<file path="config.mk">
export PLATFORM = sky130hd
export DESIGN_NAME = pmem_arbiter
export DESIGN_NICKNAME = d
export VERILOG_FILES = /design/src/rtl/pmem_arbiter.sv
export SDC_FILE = /design/constraint.sdc
export NUM_CORES = 2
export LEC_CHECK = 0
export ABC_CLOCK_PERIOD_IN_PS = 4430
export CELL_PAD_IN_SITES_DETAIL_PLACEMENT = 1
export CELL_PAD_IN_SITES_GLOBAL_PLACEMENT = 1
export CORE_AREA = 2 2 637 639
export DETAILED_ROUTE_END_ITERATION = 8
export DIE_AREA = 0 0 639 641
export DONT_BUFFER_PORTS = 1
export GPL_TIMING_DRIVEN = 0
export MAX_ROUTING_LAYER = met4
export PLACE_DENSITY = 0.32
export SETUP_SLACK_MARGIN = 0.3
export SKIP_CTS_REPAIR_TIMING = 1
export SYNTH_ARGS = -nofsm -noshare
export SYNTH_HDL_FRONTEND = slang
export SYNTH_SLANG_ARGS = --single-unit
</file>
<file path="constraint.sdc">
create_clock -name clk -period 4.43 [get_ports clk]
set_clock_uncertainty 0.05 [all_clocks]
set_input_delay 0.443 -clock clk [delete_from_list [all_inputs] [get_ports clk]]
set_output_delay 0.443 -clock clk [all_outputs]
set_load 0.01 [all_outputs]
</file>
<file path="src/rtl/pmem_arbiter.sv">
// Two-requester (I/D) cacheline arbiter in front of a single memory port.
// Optional ARB_ROUND_ROBIN_EN: alternate winners on contention, else D wins.
module pmem_arbiter (
  input  logic         clk,
  input  logic         rst,
  input  logic         imem_read,
  input  logic         imem_write,
  input  logic [31:0]  imem_address,
  input  logic [255:0] imem_wdata,
  output logic [255:0] imem_rdata,
  output logic         imem_resp,
  input  logic         dmem_read,
  input  logic         dmem_write,
  input  logic [31:0]  dmem_address,
  input  logic [255:0] dmem_wdata,
  output logic [255:0] dmem_rdata,
  output logic         dmem_resp,
  output logic         mmem_read,
  output logic         mmem_write,
  output logic [31:0]  mmem_address,
  output logic [255:0] mmem_wdata,
  input  logic [255:0] mmem_rdata,
  input  logic         mmem_resp
);

  typedef enum logic [1:0] {
    IDLE,
    SERVE_I,
    SERVE_D,
    DONE
  } state_t;

  state_t       state;
  state_t       state_nx;
  logic         ireq;
  logic         dreq;
  logic         grant_i;
  logic         grant_d;
  logic         op_write;
  logic [255:0] i_line;
  logic [255:0] d_line;

  assign ireq = imem_read | imem_write;
  assign dreq = dmem_read | dmem_write;

`ifdef ARB_ROUND_ROBIN_EN
  logic last_i;

  assign grant_d = dreq & (~ireq | last_i);

  always_ff @(posedge clk) begin
    if (rst)
      last_i <= 1'b1;
    else if (state == IDLE && (grant_i | grant_d))
      last_i <= grant_i;
  end
`else
  assign grant_d = dreq;
`endif

  assign grant_i = ireq & ~grant_d;

  always_ff @(posedge clk) begin
    if (rst)
      state <= IDLE;
    else
      state <= state_nx;
  end

  always_comb begin
    state_nx = state;
    case (state)
      IDLE: begin
        if (grant_d)
          state_nx = SERVE_D;
        else if (grant_i)
          state_nx = SERVE_I;
      end
      SERVE_I,
      SERVE_D: begin
        if (mmem_resp)
          state_nx = DONE;
      end
      DONE:    state_nx = IDLE;
      default: state_nx = IDLE;
    endcase
  end

  // Responses are gated by rst so an aborted transfer never completes.
  always_comb begin
    mmem_read  = 1'b0;
    mmem_write = 1'b0;
    imem_resp  = 1'b0;
    dmem_resp  = 1'b0;
    case (state)
      SERVE_I: begin
        mmem_read  = ~op_write;
        mmem_write = op_write;
        imem_resp  = mmem_resp & ~rst;
      end
      SERVE_D: begin
        mmem_read  = ~op_write;
        mmem_write = op_write;
        dmem_resp  = mmem_resp & ~rst;
      end
      default: ;
    endcase
    imem_rdata = imem_resp ? mmem_rdata : i_line;
    dmem_rdata = dmem_resp ? mmem_rdata : d_line;
  end

  // Write wins when a requester raises read and write together.
  always_ff @(posedge clk) begin
    if (rst) begin
      mmem_address <= '0;
      mmem_wdata   <= '0;
      op_write     <= 1'b0;
    end else if (state == IDLE && grant_d) begin
      mmem_address <= dmem_address;
      mmem_wdata   <= dmem_wdata;
      op_write     <= dmem_write;
    end else if (state == IDLE && grant_i) begin
      mmem_address <= imem_address;
      mmem_wdata   <= imem_wdata;
      op_write     <= imem_write;
    end
  end

  always_ff @(posedge clk) begin
    if (rst) begin
      i_line <= '0;
      d_line <= '0;
    end else begin
      if (imem_resp)
        i_line <= mmem_rdata;
      if (dmem_resp)
        d_line <= mmem_rdata;
    end
  end

endmodule

</file>
# Word level (Yosys, flattened, before mapping)
# Cells that the tools add are included.
# totals
reg_bits,803
# op_classes
eq_ne,5
muxes,16
n_bitwise,7
n_reduce_logical,6
# ops
op,n
$mux 256,4
$mux 32,2
$mux 1,6
$mux 2,3
$pmux 2 s3,1
$eq 2x2->1 const B,2
$ne 3x3->1 const B,1
$not 1->1,3
$and 1x1->1,2
$eq 2x1->1 const B,1
$logic_and 1x1->1,2
$logic_not 2->1,1
$ne 2x1->1 const B,1
$or 1x1->1,2
$reduce_and 2->1,1
$reduce_bool 2->1,1
$reduce_or 2->1,1

# Longest topological paths before layout
# depth
word_depth,6
mapped_depth,8
ltp_nobuf,6

# Worst setup path before layout
# Ideal clock, no wire load.
# synth_timing
path_kind,input -> output
start,input rst
end,output imem_rdata[100]
t_arrival_ns,1.612
setup_slack_ns,2.325
path_stages,5
path_buffers,3
cell_sequence,buf_2 -> nand3b_1 -> clkbuf_1 -> buf_2 -> mux2_2
# synth_via
elab_chain_cells,4
# synth_lines
item,line_no,rtl
"start, declared",5,"input logic rst,"
$not 1->1,99,imem_resp = mmem_resp & ~rst;
$and 1x1->1,99,
$mux 1,95,case (state)
$mux 256,-,
"end, declared",10,"output logic [255:0] imem_rdata,"
# No other way between the ends.

# Worst setup path after layout
# layout_timing
start,register state[0]
end,register mmem_wdata[168]
# layout_via
elab_chain_cells,3
# layout_lines
item,line_no,rtl
"start, declared",33,state_t state;
"start signal, assigned",67,state <= state_nx;
$logic_not 2->1 *,"118, 122",
"$logic_and 1x1->1, on equally long branches","118, 122",
$mux 256 or $reduce_bool 2->1 (tied branches),-,
"end signal, assigned",120,mmem_wdata <= dmem_wdata;
"end signal, assigned",124,mmem_wdata <= imem_wdata;
"end, declared",21,"output logic [255:0] mmem_wdata,"
# Mark *: on every way between the ends. The rest lies on a longest branch, timed or not.
# A chain may end at the register's enable or synchronous reset.

==> flow_results.xml <==
<?xml version="1.0" encoding="UTF-8"?>
<metrics>
  <group name="setup_path">
    <metric name="r2r_start" unit="">state[0]</metric>
    <metric name="crit-reg2reg-capture" unit="">mmem_wdata[168]</metric>
    <metric name="worst-r2r-setup-slack" unit="ps">470</metric>
    <metric name="cp_cell_sequence" unit="">inv_1 &gt; ha_1 &gt; o21a_1 &gt; buf_2 &gt; clkbuf_1 &gt; clkbuf_1 &gt; o22ai_1 &gt; dlygate4sd3_1 &gt; o2bb2ai_1</metric>
    <metric name="critical-path-max-stage-delay" unit="ps">700</metric>
    <metric name="path_delay_family" unit="">buffers and inverters</metric>
    <metric name="cpMostUsedCell" unit="">clkbuf_1</metric>
    <metric name="worst-r2r-cell-count" unit="">9</metric>
    <metric name="end_kind" unit="">register</metric>
    <metric name="critical_path.startpoint_type" unit="">register</metric>
    <metric name="worstSetupPathType" unit="">reg -&gt; reg</metric>
    <metric name="critical_path.slowest_cell" unit="">clkbuf_1</metric>
    <metric name="cp_data_required_time" unit="ps">5190</metric>
    <metric name="worstPathArrival" unit="ps">4720</metric>
    <metric name="maximum_net_fanout_on_the_critical_path" unit="">10</metric>
    <metric name="worst-path-stages" unit="">9</metric>
    <metric name="path_buf_inv" unit="">5</metric>
  </group>
  <group name="floorplan">
    <metric name="floorplan.initialDensity" unit="%">7.63</metric>
    <metric name="row_count" unit="">233</metric>
    <metric name="die-height" unit="um">641</metric>
    <metric name="die-width" unit="um">639</metric>
    <metric name="die_area" unit="um2">410000</metric>
    <metric name="io-pin-count" unit="">1643</metric>
    <metric name="design.core.area" unit="um2">402000</metric>
  </group>
  <group name="timing">
    <metric name="layout_worst_path_cycle_share" unit="%">89.3</metric>
    <metric name="worst_pin_slew" unit="ps">1250</metric>
    <metric name="rsz0062_at_grt" unit="">false</metric>
    <metric name="slew_viol_final" unit="">0</metric>
    <metric name="relSlewSlack" unit="%">16.5</metric>
    <metric name="totalNegativeSetupSlack" unit="ps">0</metric>
    <metric name="count_of_endpoints_failing_hold_in_the_final_timing_report" unit="">1</metric>
    <metric name="max_freq" unit="GHz">0.253</metric>
    <metric name="report.final.setup_viol" unit="">0</metric>
    <metric name="final.setup.worst_slack" unit="ps">475</metric>
    <metric name="post-route-min-period" unit="ps">3960</metric>
    <metric name="worst_hold_slack" unit="ps">-19.8</metric>
  </group>
  <group name="outcome">
    <metric name="violations_in_the_final_reports" unit="">hold timing</metric>
    <metric name="run_status" unit="">complete, but fails checks</metric>
  </group>
  <group name="cts">
    <metric name="h_tree_level_count" unit="">3</metric>
    <metric name="cts_made_buffers" unit="">115</metric>
    <metric name="cts.sink_count" unit="">803</metric>
    <metric name="path_clk_slew" unit="ps">60</metric>
    <metric name="cts.root.buffer_cell" unit="">clkbuf_16</metric>
    <metric name="clock_path_buffers" unit="">4</metric>
    <metric name="cts_tree" unit="">yes</metric>
    <metric name="clk_latency" unit="ps">830</metric>
  </group>
  <group name="finish">
    <metric name="area.growth.synth_to_final" unit="%">62.1</metric>
    <metric name="nNetsFinal" unit="">4465</metric>
    <metric name="multiInputGateArea" unit="um2">13500</metric>
    <metric name="fillers" unit="">46500</metric>
    <metric name="drive_above_1_share" unit="%">21.5</metric>
    <metric name="seqCellArea" unit="um2">16100</metric>
    <metric name="final_area" unit="um2">49700</metric>
  </group>
  <group name="synth">
    <metric name="syn_nets" unit="">3520</metric>
    <metric name="dominantRegCellSynth" unit="">dfxtp_1</metric>
    <metric name="yosys_warnings" unit="">0</metric>
    <metric name="synth-edff-count" unit="">0</metric>
    <metric name="yosysUniqueCellTypes" unit="">28</metric>
    <metric name="ys_top_cells_by_count" unit="">803 x dfxtp_1, 514 x nor2b_1, 512 x mux2_2, 288 x o22ai_1, 287 x o2bb2ai_1</metric>
    <metric name="netlist.area_leader.share" unit="%">52.4</metric>
    <metric name="seq_area_frac_synth" unit="%">52.4</metric>
    <metric name="synthCells" unit="">2677</metric>
    <metric name="post_syn_area" unit="um2">30700</metric>
    <metric name="avgSynthCellArea" unit="um2">11.5</metric>
    <metric name="cell_type_with_the_largest_total_area_after_synthesis" unit="">dfxtp_1</metric>
    <metric name="synth.area.top_cells" unit="">dfxtp_1 52%, mux2_2 19%, nor2b_1 10%</metric>
    <metric name="synth.most_common_cell" unit="">dfxtp_1</metric>
    <metric name="synth-seq-cells" unit="">803</metric>
    <metric name="share_of_synthesized_flip_flops_with_an_asynchronous_set_or_reset" unit="%">0</metric>
  </group>
  <group name="min_path">
    <metric name="hold_path_depth" unit="">2</metric>
    <metric name="hold_crit_path_type" unit="">in -&gt; reg</metric>
    <metric name="timing.hold.worst_endpoint" unit="">mmem_wdata[17]</metric>
    <metric name="hp-start" unit="">dmem_wdata[17]</metric>
  </group>
  <group name="detailed_routing">
    <metric name="first_iteration_detailed_routing_drc_count" unit="">1895</metric>
    <metric name="wl_per_cell" unit="um">34.5</metric>
    <metric name="number_of_vias_in_the_routed_layout" unit="">28600</metric>
    <metric name="dr.pass1.iters" unit="">5</metric>
    <metric name="drt.antenna.violating_nets" unit="">0</metric>
    <metric name="drt_drc_violations_left" unit="">0</metric>
    <metric name="finalWirelength" unit="um">316000</metric>
    <metric name="detail_route.vias_per_cell" unit="">3.13</metric>
  </group>
  <group name="pwr">
    <metric name="irDropWorstVdd" unit="mV">0.309</metric>
    <metric name="power.density" unit="nW/um2">554</metric>
    <metric name="total_power" unit="mW">27.5</metric>
    <metric name="power.static_leakage" unit="nW">17.4</metric>
  </group>
  <group name="global_routing">
    <metric name="grt.overflow.total" unit="">0</metric>
    <metric name="grt_pass1_wl" unit="um">367000</metric>
    <metric name="grtUsageTotal" unit="%">15.0</metric>
    <metric name="grt_start_max_net_pins" unit="">17</metric>
    <metric name="antenna_violations_before_repair" unit="">290</metric>
    <metric name="number_of_global_route_vias_before_repair" unit="">24000</metric>
  </group>
  <group name="placement">
    <metric name="placement.cell_area" unit="um2">37400</metric>
    <metric name="pre_cts_ws" unit="ps">-666</metric>
    <metric name="final_hpwl_dp" unit="um">275000</metric>
    <metric name="place.gp.congestion" unit="">1.01</metric>
    <metric name="port_buffers" unit="">0</metric>
  </group>
  <group name="flow_run">
    <metric name="maxCapViolations" unit="">0</metric>
  </group>
</metrics>
==> sequential cells by signal (all words and copies together) (netlist names) <==
signal	flops
d_line	256
state	2
mmem_wdata	256
mmem_address	32
i_line	256
op_write	1
==> where the power goes <==
part	leakage [nW]	switching, mW	internal [mW]
combinational	9.05	4.60	2.72
clock	1.79	3.95	5.41
sequential	6.54	2.42	8.41
==> metal layers <==
| metal | up-vias | GRT usage (%) | wire length [um] |
|---|---|---|---|
| met5 | - | - | 0 |
| met3 | 370 | 9.62 | 35800 |
| met2 | 1727 | 24.3 | 148000 |
| met1 | 14700 | 15.5 | 126000 |
| met4 | 0 | 2.18 | 5530 |
| li1 | 11900 | - | - |
==> cell usage in the layout, fill, tap and decap left out, types with 9 or more instances in the layout <==
cell / Yosys / layout
buf_2: 97 / 95
clkbuf_1: 133 / 160
clkbuf_16: 0 / 115
clkbuf_2: 0 / 9
clkbuf_8: 0 / 21
clkinv_2: 0 / 10
dfxtp_1: 803 / 803
diode_2: 0 / 159
dlygate4sd3_1: 0 / 824
mux2_2: 512 / 512
nor2b_1: 514 / 514
o22ai_1: 288 / 287
o2bb2ai_1: 287 / 287
==> cells by family after synthesis <==
family | share of synthesized area, %
simple gates | 10.7
mux | 18.8
buf+inv | 3.51
fa+ha+maj | 0.163
compound gates | 14.3
flops | 52.4
==> worst max-delay path by stage <==
| stage | from | end | slack [ps] |
|---|---|---|---|
| 2_1_floorplan | rst | imem_rdata[100] | 2330 |
| 3_3_place_gp | dmem_write | mmem_address[0] | -570 |
| 3_5_place_dp | dmem_write | mmem_address[0] | -670 |
| 4_1_cts | state[0] | dmem_rdata[20] | 170 |
| 5_1_grt | state[1] | mmem_address[15] | 320 |
| 6_report | state[0] | mmem_wdata[168] | 470 |
==> layout make-up <==
| type | count | area share, % |
|---|---|---|
| repair buffers | 828 | 16.8 |
| multi-input cells | 1628 | 27.2 |
| clock buffers | 172 | 6.64 |
| clock inverters | 29 | 0.730 |
| well taps | 5287 | 13.3 |
| plain buffers | 241 | 2.16 |
| diodes | 159 | 0.801 |
| inverters | 5 | 0.0378 |
| flip-flops and latches | 803 | 32.3 |
==> through the flow <==
step,utilization (%),instances
finish,12.4,9152
global route,12.3,9122
CTS,10.2,8169
detailed placement,9.30,7968
global placement,9.27,7964
floorplan,-,2677
Power figures use the tool's default switching activity.
